## src/rtl/pattern_gen.sv

```systemverilog
// Serial pattern generator: sends a latched pattern MSB-first rep_cnt times with
// gap_cyc idle cycles between repetitions, under valid/ready flow control.
module pattern_gen #(
   parameter int PAT_W = 8,
   parameter int LEN_W = 4,
   parameter int CNT_W = 8
) (
   input  logic             clk,
   input  logic             rst,
   input  logic             start,
   input  logic [PAT_W-1:0] pat_in,
   input  logic [LEN_W-1:0] pat_len,
   input  logic [CNT_W-1:0] rep_cnt,
   input  logic [CNT_W-1:0] gap_cyc,
   input  logic             ready_in,
   output logic             d_out,
   output logic             valid_out,
   output logic             busy,
   output logic             done
);

   typedef enum logic [1:0] {
      IDLE = 2'd0,
      SEND = 2'd1,
      GAP  = 2'd2,
      FIN  = 2'd3
   } state_t;

   localparam logic [LEN_W-1:0] MAX_LEN = LEN_W'(PAT_W);
   localparam logic [LEN_W-1:0] ONE_LEN = LEN_W'(1);
   localparam logic [CNT_W-1:0] ONE_CNT = CNT_W'(1);

   state_t           state;
   logic [PAT_W-1:0] pat_r;
   logic [LEN_W-1:0] len_r;
   logic [LEN_W-1:0] bit_idx;
   logic [CNT_W-1:0] rep_left;
   logic [CNT_W-1:0] gap_r;
   logic [CNT_W-1:0] gap_left;
   logic [LEN_W-1:0] start_len;

   function automatic logic [LEN_W-1:0] eff_len(input logic [LEN_W-1:0] l);
      if (l == '0 || l > MAX_LEN)
         return MAX_LEN;
      return l;
   endfunction

   // Index via compare loop so an out-of-range index can never select past the pattern.
   function automatic logic bit_at(input logic [PAT_W-1:0] p, input logic [LEN_W-1:0] idx);
      logic b;
      b = 1'b0;
      for (int i = 0; i < PAT_W; i++)
         if (idx == LEN_W'(i))
            b = p[i];
      return b;
   endfunction

   assign start_len = eff_len(pat_len);

   always_ff @(posedge clk) begin
      if (!rst) begin
         state     <= IDLE;
         pat_r     <= '0;
         len_r     <= '0;
         bit_idx   <= '0;
         rep_left  <= '0;
         gap_r     <= '0;
         gap_left  <= '0;
         d_out     <= 1'b0;
         valid_out <= 1'b0;
         busy      <= 1'b0;
         done      <= 1'b0;
      end else begin
         case (state)
            IDLE: begin
               done      <= 1'b0;
               d_out     <= 1'b0;
               valid_out <= 1'b0;
               busy      <= 1'b0;
               if (start) begin
                  pat_r    <= pat_in;
                  len_r    <= start_len;
                  rep_left <= rep_cnt;
                  gap_r    <= gap_cyc;
                  busy     <= 1'b1;
                  if (rep_cnt == '0) begin
                     state <= FIN;
                     done  <= 1'b1;
                  end else begin
                     state     <= SEND;
                     bit_idx   <= start_len - ONE_LEN;
                     valid_out <= 1'b1;
                     d_out     <= bit_at(pat_in, start_len - ONE_LEN);
                  end
               end
            end

            SEND: begin
               if (ready_in) begin
                  if (bit_idx == '0) begin
                     rep_left <= rep_left - ONE_CNT;
                     if (rep_left == ONE_CNT) begin
                        state     <= FIN;
                        done      <= 1'b1;
                        valid_out <= 1'b0;
                        d_out     <= 1'b0;
                     end else if (gap_r == '0) begin
                        bit_idx <= len_r - ONE_LEN;
                        d_out   <= bit_at(pat_r, len_r - ONE_LEN);
                     end else begin
                        state     <= GAP;
                        gap_left  <= gap_r;
                        valid_out <= 1'b0;
                        d_out     <= 1'b0;
                     end
                  end else begin
                     bit_idx <= bit_idx - ONE_LEN;
                     d_out   <= bit_at(pat_r, bit_idx - ONE_LEN);
                  end
               end
            end

            GAP: begin
               if (gap_left == ONE_CNT) begin
                  state     <= SEND;
                  gap_left  <= '0;
                  bit_idx   <= len_r - ONE_LEN;
                  valid_out <= 1'b1;
                  d_out     <= bit_at(pat_r, len_r - ONE_LEN);
               end else begin
                  gap_left <= gap_left - ONE_CNT;
               end
            end

            FIN: begin
               state     <= IDLE;
               done      <= 1'b0;
               busy      <= 1'b0;
               valid_out <= 1'b0;
               d_out     <= 1'b0;
               bit_idx   <= '0;
               rep_left  <= '0;
               gap_left  <= '0;
            end

            default: begin
               state     <= IDLE;
               done      <= 1'b0;
               busy      <= 1'b0;
               valid_out <= 1'b0;
               d_out     <= 1'b0;
               bit_idx   <= '0;
               rep_left  <= '0;
               gap_left  <= '0;
            end
         endcase
      end
   end

endmodule

```

## config.mk

```make
export PLATFORM = sky130hd
export DESIGN_NAME = pattern_gen
export DESIGN_NICKNAME = d
export VERILOG_FILES = /design/src/rtl/pattern_gen.sv
export SDC_FILE = /design/constraint.sdc
export NUM_CORES = 1
export LEC_CHECK = 0
export ABC_AREA = 1
export ABC_CLOCK_PERIOD_IN_PS = 1800
export CAP_MARGIN = 20
export CORE_MARGIN = 10
export CORE_UTILIZATION = 57
export DETAILED_ROUTE_END_ITERATION = 8
export PLACE_DENSITY = 0.81
export RECOVER_POWER = 50
export SLEW_MARGIN = 20
export SYNTH_ARGS = -nofsm -noshare
export SYNTH_HDL_FRONTEND = slang
export SYNTH_SLANG_ARGS = --single-unit
```

## constraint.sdc

```tcl
create_clock -name clk -period 1.8 [get_ports clk]
set_input_delay 0.36 -clock clk [delete_from_list [all_inputs] [get_ports clk]]
set_output_delay 0.36 -clock clk [all_outputs]
set_load 0.005 [all_outputs]
```

Yosys cells after proc, flatten, opt, wreduce, memory -nomap -nowiden
Cells that the tools add are included.
Widths: inputs -> output; s select.
- $add $sub $neg: 5
- magnitude comparators: 1
- reduce and logical (&&, ||, !) cells: 20
- muxes and demuxes: 77
- equality and inequality tests: 37
- operators with widths (cell ; count):
    $mux 8 ; 8
    $eq 4x3->1 const B ; 12
    $pmux 8 s3 ; 2
    $mux 1 ; 45
    $mux 4 ; 9
    $eq 4x2->1 const B ; 6
    $logic_not 4->1 ; 5
    $eq 8x1->1 const B ; 2
    $logic_not 8->1 ; 2
    $ne 2x2->1 const B ; 8
    $pmux 4 s4 ; 1
    $sub 8x1->8 const B ; 2
    $mux 2 ; 7
    $eq 4x1->1 const B ; 3
    $reduce_and 4->1 ; 3
    $sub 4x1->4 const B ; 3
    $reduce_and 5->1 ; 2
    $ne 3x3->1 const B ; 3
    $pmux 1 s4 ; 2
    $pmux 2 s4 ; 1
    $reduce_and 6->1 ; 1
    $reduce_bool 3->1 ; 2
    $eq 2x2->1 const B ; 2
    $gt 4x4->1 const B ; 1
    7 further kinds ; 8
- input bits: 32
- register bits after elaboration: 46
- logic and storage cells: 151
- output and inout bits: 4

Longest topological paths before layout
Gate-level depths: netlist of run 1.
- depth in word-level cells: 17
- depth in mapped cells: 15
- gate-level depth less buffers: 15

Worst setup path after synthesis of run 1
Ideal clock, no wire load.
- path kind: input port to flip-flop
- start: in pat_len[0]
- end: reg d_out
- path slack: 103 ps
- buffers on the path: 0
- arrival: 1578 ps
- library setup time: 119 ps
- required time: 1681 ps
- cell stages on the path: 14
- cell sequence: nor2_1 nand2_1 nand2_1 and3_1 inv_1 ha_1 a21oi_1 o21ai_0 nand2_1 nand2_1 nand3_1 nand2_1 inv_1 a21oi_1
- cells in the longest elaborated chain, start to end: 17
- elaborated cells between the ends (all ways): 25
- those cells by class: add/sub: 1; order compare: 1; eq/ne: 7; mux: 13; reduce/logical: 3
- RTL lines (item ; line ; RTL):
    from (decl) ; 12 ; input logic [LEN_W-1:0] pat_len,
    $gt 4x4->1 / $logic_not 4->1 (equally long branches) ; 43 ; if (l == '0 || l > MAX_LEN)
    $logic_or 1x1->1 ; 43 ;
    $mux 1 ; 43 ;
    $mux 4 * ; 45 ; return l;
    net start_len[0] ; 40 ; logic [LEN_W-1:0] start_len;
    $sub 4x1->4 * ; 93 ; d_out <= bit_at(pat_in, start_len - ONE_LEN);
    $logic_not 4->1 ; 53 ; if (idx == LEN_W'(i))
    $mux 1 (7 in a row) ; 53 ;
    $mux 1 * ; 53 ;
    $mux 1 * ; 86 ; if (rep_cnt == '0) begin
    $mux 1 * ; 80 ; if (start) begin
    $pmux 1 s4 * ; 74 ; case (state)
    to (signal assigned) ; 93 ;
    to (signal assigned) ; 109 ; d_out <= bit_at(pat_r, len_r - ONE_LEN);
    to (signal assigned) ; 118 ; d_out <= bit_at(pat_r, bit_idx - ONE_LEN);
    to (decl) ; 16 ; output logic d_out,
Mark *: on every way through the listed nets, which the timed path passes. The rest lies on a longest branch.
A chain may end at the register's enable or synchronous reset.

Worst setup path in the final report of run 1
Ends and elaborated chain as after synthesis.

==> results of run 1 <==
[critical path: cells and delay by family]
| family | cells | cell delay, ps |
|---|---|---|
| simple gates | 8 | 780 |
| buf+inv | 3 | 370 |
| compound gates | 3 | 310 |
| fa+ha+maj | 1 | 170 |
[registers in the layout (all words and copies together) (netlist names)]
| register | count |
|---|---|
| gap_r | 8 |
| len_r | 4 |
| d_out | 1 |
| done | 1 |
| gap_left | 8 |
| busy | 1 |
| valid_out | 1 |
| bit_idx | 4 |
| state | 2 |
| rep_left | 8 |
| pat_r | 8 |
[final timing paths]
path / end / slack [ps] / depth (start not counted)
worst max-delay path: d_out / 3 / 15
worst min-delay path: busy / 450 / 2
worst max register to register: gap_left[7] / 150 / 11
worst min register to register: busy / 450 / 2
[cells by family (layout without fill, tap and decap cells)]
| family | Yosys count | count (layout) | synth area share |
|---|---|---|---|
| AOI/OAI and AO/OA | 115 | 115 | 0.207 |
| and+or+nand+nor | 211 | 211 | 0.298 |
| adders and majority gates | 21 | 21 | 0.0841 |
| buffers and inverters | 80 | 148 | 0.0994 |
| xor gates and xnor gates | 6 | 6 | 0.0168 |
| DFF | 46 | 46 | 0.295 |
[stage by stage]
step / setup TNS, ps / utilization / total power, W / cells / hold slack, ps
2_1_floorplan: 0 / - / 0.00415 / 479 / 440
3_3_place_gp: -872 / 0.724 / 0.00507 / 607 / 442
3_5_place_dp: -1240 / 0.724 / 0.00520 / 607 / 450
4_1_cts: 0 / 0.750 / 0.00588 / 615 / 459
5_1_grt: -79.2 / 0.762 / 0.00651 / 617 / 465
6_report: 0 / 0.762 / 0.00593 / 617 / 453
[power by group]
group	internal [W]	total, W	switching [W]
clock network	0.000275	0.000646	0.000371
registers	0.00137	0.00167	0.000302
logic	0.00147	0.00361	0.00214
total	0.00311	0.00593	0.00281
[final cells by class]
cell class	instances	area share
Clock buffer	6	0.0183
Clock inverter	2	0.00347
Inverter	71	0.0678
Multi-Input combinational cell	353	0.501
Sequential cell	46	0.232
Tap cell	70	0.0221
Timing Repair Buffer	69	0.155
[layer usage]
metal  routed length [um]  share of wire  GRT usage
met4                  200          0.023     0.0582
met1                 3650           0.41      0.226
met3                  415          0.047     0.0344
met5                    0              0          0
met2                 4560           0.52      0.376
[what timing repair did]
action / CTS / global route
resized for setup: 16 / 20
endpoints found under the hold margin: 0 / 0
pin swaps: 4 / 7
setup buffers: 0 / 2
setup endpoints to repair: 2 / 12
[placed cells by master (no fill, tap or decap), types with 2 or more instances in the layout]
cell,n
a21oi_1,39
a21oi_2,5
a22oi_1,2
a31oi_1,2
buf_4,28
buf_6,2
clkbuf_1,3
clkbuf_8,5
clkdlybuf4s50_1,27
dfxtp_1,45
dlygate4sd2_1,3
dlygate4sd3_1,4
ha_1,16
ha_4,4
inv_1,61
inv_2,9
nand2_1,92
nand2_2,6
nand3_1,25
nand3_2,2
nand4_1,5
nor2_1,63
nor2_2,6
nor2_4,4
nor3_1,2
o211ai_1,5
o21ai_0,47
o21ai_1,5
o21ai_2,3
o22ai_1,2
xnor2_1,2
xor2_1,4
==> summary.txt, run 1 <==
outcome: finished clean
Worst Setup SP: pat_len[0]
# hold bufs at CTS: 0
H-Tree Depth: 2
final WL: 8820 um
Antenna Cells: 0
post-synth top area cell: dfxtp_1
RSZ-0062 raised after global routing: yes
Data arrival, critical path: 2000 ps
pre-CTS setup slack: -468 ps
Worst R2R Start: state[1]
LEAKAGE: 1.84 nW
Clock Sinks: 46
Netlist cell types: 39
Post-Syn Area per Cell: 6.52 sq um
Fin. Hold Viols: 0
Worst Path Max Fanout: 4
core box area: 5200 sq um
Slew @ Worst Pin: 388 ps
dominant cells by area after synthesis: dfxtp_1, nand2_1, ha_1
max_cap viols: 0
post-synthesis sequential area ratio: 0.295
Die X: 94.0 um
die height: 94.0 um
total track usage: 0.201
row count: 26
clk slew on worst S/H paths: 90 ps
Cell Area, Synth: 3120 sq um
CP Cell Sequence: dlygate4sd2_1 > nor2_2 > nand2_2 > nand2_1 > and3_4 > inv_4 > ha_4 > a21oi_1 > o21ai_1 > nand2_1 > nand2_1 > nand3_1 > nand2_1 > inv_1 > a21oi_2
global-route wire length before repair: 14800 um
Hold/Removal Path Class: flop to flop
clk_lat worst skew: 300 ps
CP max stage delay: 260 ps
Post-DRT Antenna Nets: 0
post-route cell area: 3970 sq um
area of the multi-input gates: 1990 sq um
Critical Path Most Common Cell: nand2_1
count leader, synth: nand2_1
Synth Register Bits: 46
Die ar.: 8840 sq um
initial DRC count: 129
DR vias: 3322
via count of the first global-routing pass: 3282
critical path class: input pin to flop
nets: 599
DR pass1 iterations: 5
CP Launch Type: input pin
Max transition margin: 0.741
area post-placement: 3770 sq um
Achievable Freq: 557 MHz
I/O pin cnt: 36
post-synth top area share: 0.295
Buffers on Ports: 35
CTS tree: built
number of setup violations in the final report: 0
Routed wire per std cell: 14.3 um
Sequential Area: 922 sq um
fraction of layout cells with a size suffix above 1: 0.161
Tcrit/Tclk final: 0.998
CP Capture Type: flop
# DRC: 0
Slowest cell on crit path: dlygate4sd2_1
post-synth net total: 532
PwrDens: 1490 nW/um^2
P&R area growth vs syn: 27.0%
Slew Viols, Final: 0
Vias per Instance: 5.38
fillers: 417
fraction of registers with async set/reset: 0
Initial Util: 0.600
min-delay src: busy
Mapped Cells: 479
post-route setup slack: 3.42 ps
Peak VDD IR: 0.000920 V
initial antenna violation count: 0
Clock Tree Buf Depth: 2
largest net degree at the start of global routing: 19
number of synthesized flops with an enable pin: 0
Top FF cell, synth: dfxtp_1
GR Overflow Total: 0
post-DP HPWL: 6610 um
Layout Skew: 9.62 ps
Synth top cells by count: nand2_1, inv_1, nor2_1
Worst Path Required: 2000 ps
Synth Warn #: 0
root buffer cell: clkbuf_8
Tmin final: 1800 ps
CTS buffer count: 5
Placer Congestion: 0.868
No activity file was read; power rests on OpenSTA's default activity.
==> run 2: changes to the inputs <==
--- a/config.mk
+++ b/config.mk
@@ -6,12 +6,12 @@
 export NUM_CORES = 1
 export LEC_CHECK = 0
 export ABC_AREA = 1
-export ABC_CLOCK_PERIOD_IN_PS = 1800
+export ABC_CLOCK_PERIOD_IN_PS = 2100
 export CAP_MARGIN = 20
 export CORE_MARGIN = 10
-export CORE_UTILIZATION = 57
+export CORE_UTILIZATION = 60
 export DETAILED_ROUTE_END_ITERATION = 8
-export PLACE_DENSITY = 0.81
+export PLACE_DENSITY = 0.85
 export RECOVER_POWER = 50
 export SLEW_MARGIN = 20
 export SYNTH_ARGS = -nofsm -noshare
==> constraint.sdc (replaced) <==
create_clock -name clk -period 2.1 [get_ports clk]
set_input_delay 0.42 -clock clk [delete_from_list [all_inputs] [get_ports clk]]
set_output_delay 0.42 -clock clk [all_outputs]
set_load 0.005 [all_outputs]
==> run 2 against run 1 <==
First-iteration DRC count grew 21%. Non-clock buffer count fell by 13. Power down 18%. Largest power group unchanged.
==> summary.txt, run 2 (synthesis results as in run 1) <==
nets: 586
number of setup violations in the final report: 0
via count of the first global-routing pass: 3153
reg-to-reg critical path endpoint: state[0]
largest net degree at the start of global routing: 17
Data arrival, critical path: 2130 ps
# hold bufs at CTS: 0
Slew Viols, Final: 0
Placer Congestion: 0.898
Sequential Area: 921 sq um
clk_lat worst skew: 310 ps
Worst Path Required: 2280 ps
Die X: 92.1 um
CP max stage delay: 400 ps
Internal: 0.00249 W
clock network power share: 0.118
Buf/Inv on CP: 2
most frequent cells in the layout: nand2_1, inv_1, nor2_1
initial antenna violation count: 0
die height: 92.1 um
CTS tree: built
area post-placement: 3670 sq um
Slowest cell on crit path: dfxtp_1
Buffers on Ports: 35
total negative setup slack: 0 ps
LEAKAGE: 1.78 nW
global-route wire length before repair: 13500 um
fraction of layout cells with a size suffix above 1: 0.116
P&R area growth vs syn: 21.8%
Routed wire per std cell: 13.4 um
post-DP HPWL: 6330 um
total power: 0.00484 W
area of the multi-input gates: 1930 sq um
Initial Util: 0.615
post-layout util: 0.749
H-Tree Depth: 2
root buffer cell: clkbuf_8
R2R depth: 10
Net Switching: 0.00236 W
CTS buffer count: 5
DR vias: 3234
CP Capture Type: flop
Tcrit/Tclk final: 0.931
Slew @ Worst Pin: 488 ps
post-route cell area: 3800 sq um
initial DRC count: 156
DR pass1 iterations: 4
PwrDens: 1270 nW/um^2
# DRC: 0
Achievable Freq: 511 MHz
combinational power share: 0.586
pre-CTS setup slack: -247 ps
post-route setup slack: 144 ps
Worst R2R Start: state[1]
Peak VDD IR: 0.000824 V
Antenna Cells: 0
cell count of the worst hold path: 2
max_cap viols: 0
CP Cell Sequence: inv_1 > ha_1 > inv_2 > nor2_2 > nor2_8 > nand2_1 > nor2_1 > nand2_1 > nand2_1 > a21oi_1
GR Overflow Total: 0
final WL: 8070 um
critical path class: flop to flop
row count: 26
outcome: finished clean
total track usage: 0.189
I/O pin cnt: 36
RSZ-0062 raised after global routing: no
core box area: 5070 sq um
Clock Tree Buf Depth: 2
Tmin final: 1960 ps
clk slew on worst S/H paths: 90 ps
Fin. Hold Viols: 0
Max transition margin: 0.674
Hold/Removal Path Class: flop to flop
Vias per Instance: 5.35
switch share: 0.487
family with the most delay on the worst path: simple AND/OR/NAND/NOR gates
Layout Skew: 9.80 ps
fillers: 421
Die ar.: 8490 sq um
Flop pwr share: 0.296
most common cell after layout, fill and taps aside: nand2_1
Clock Sinks: 46
CP Launch Type: flop
Worst Path Max Fanout: 9
Critical Path Most Common Cell: nand2_1
Hold Crit Endpoint: gap_r[7]
slack of the worst reg-to-reg path: 140 ps
min-delay src: gap_r[7]
Post-DRT Antenna Nets: 0
run 2: cell types whose count changed in the layout (fill, tap and decap cells not counted), moves of 2 or more:
cell / delta
a21oi_1: +3
buf_4: -9
nand2_1: +3
inv_2: -3
nor2_4: -2
ha_4: -2
dlygate4sd3_1: +2
nand2_2: -3
a21oi_2: -3
dlygate4sd2_1: -3
buf_6: -2
nor2_1: +2
inv_1: +4
run 2: repair_timing:
item                       4_1_cts  5_1_grt
setup endpoints to repair        0        2
buffers inserted                 0        0
resized for setup                0       13
run 2: worst reg2reg max path, delay by kind of cell (launching register included):
kind	cells	cell delay, ps
flops	1	400
compound gates	1	70
fa+ha+maj	1	220
buf+inv	2	300
simple gates	6	860
run 2: area by class of cell:
type                    count  area share
multi-input cells         353       0.508
flip-flops and latches     46       0.242
repair buffers             56       0.133
inverters                  71      0.0701
well taps                  70      0.0230
clock buffers               5      0.0181
clock inverters             3     0.00559
run 2: power groups by stage:
stage / clock (W) / combinational [W] / sequential [W]
6_report: 0.000570 / 0.00284 / 0.00144
5_1_grt: 0.000609 / 0.00322 / 0.00147
4_1_cts: 0.000589 / 0.00283 / 0.00143
3_5_place_dp: 0 / 0.00280 / 0.00145
3_3_place_gp: 0 / 0.00272 / 0.00144
2_1_floorplan: 0 / 0.00217 / 0.00139
run 2: worst max path at each step:
stage	from	endpoint	slack (ps)	depth (start not counted)
5_1_grt	state[1]	gap_left[0]	10	11
2_1_floorplan	pat_len[0]	d_out	340	14
3_5_place_dp	pat_len[0]	d_out	-250	14
6_report	state[1]	state[0]	140	10
3_3_place_gp	pat_len[0]	d_out	-100	14
4_1_cts	pat_len[2]	d_out	90	14
run 2: stage by stage:
| step | hold slack, ps | cells |
|---|---|---|
| after floorplan | 440 | 479 |
| after global placement | 446 | 596 |
| after detailed placement | 468 | 596 |
| after CTS | 482 | 604 |
| after global routing | 504 | 604 |
| final | 475 | 604 |
run 2: per-layer routing:
metal	routed length, um	up-vias	share of wire	GRT usage
li1	-	1655	-	-
met1	3460	1483	0.43	0.208
met2	4140	77	0.51	0.345
met3	290	19	0.036	0.0342
met4	172	0	0.021	0.0797
met5	0	-	0	0
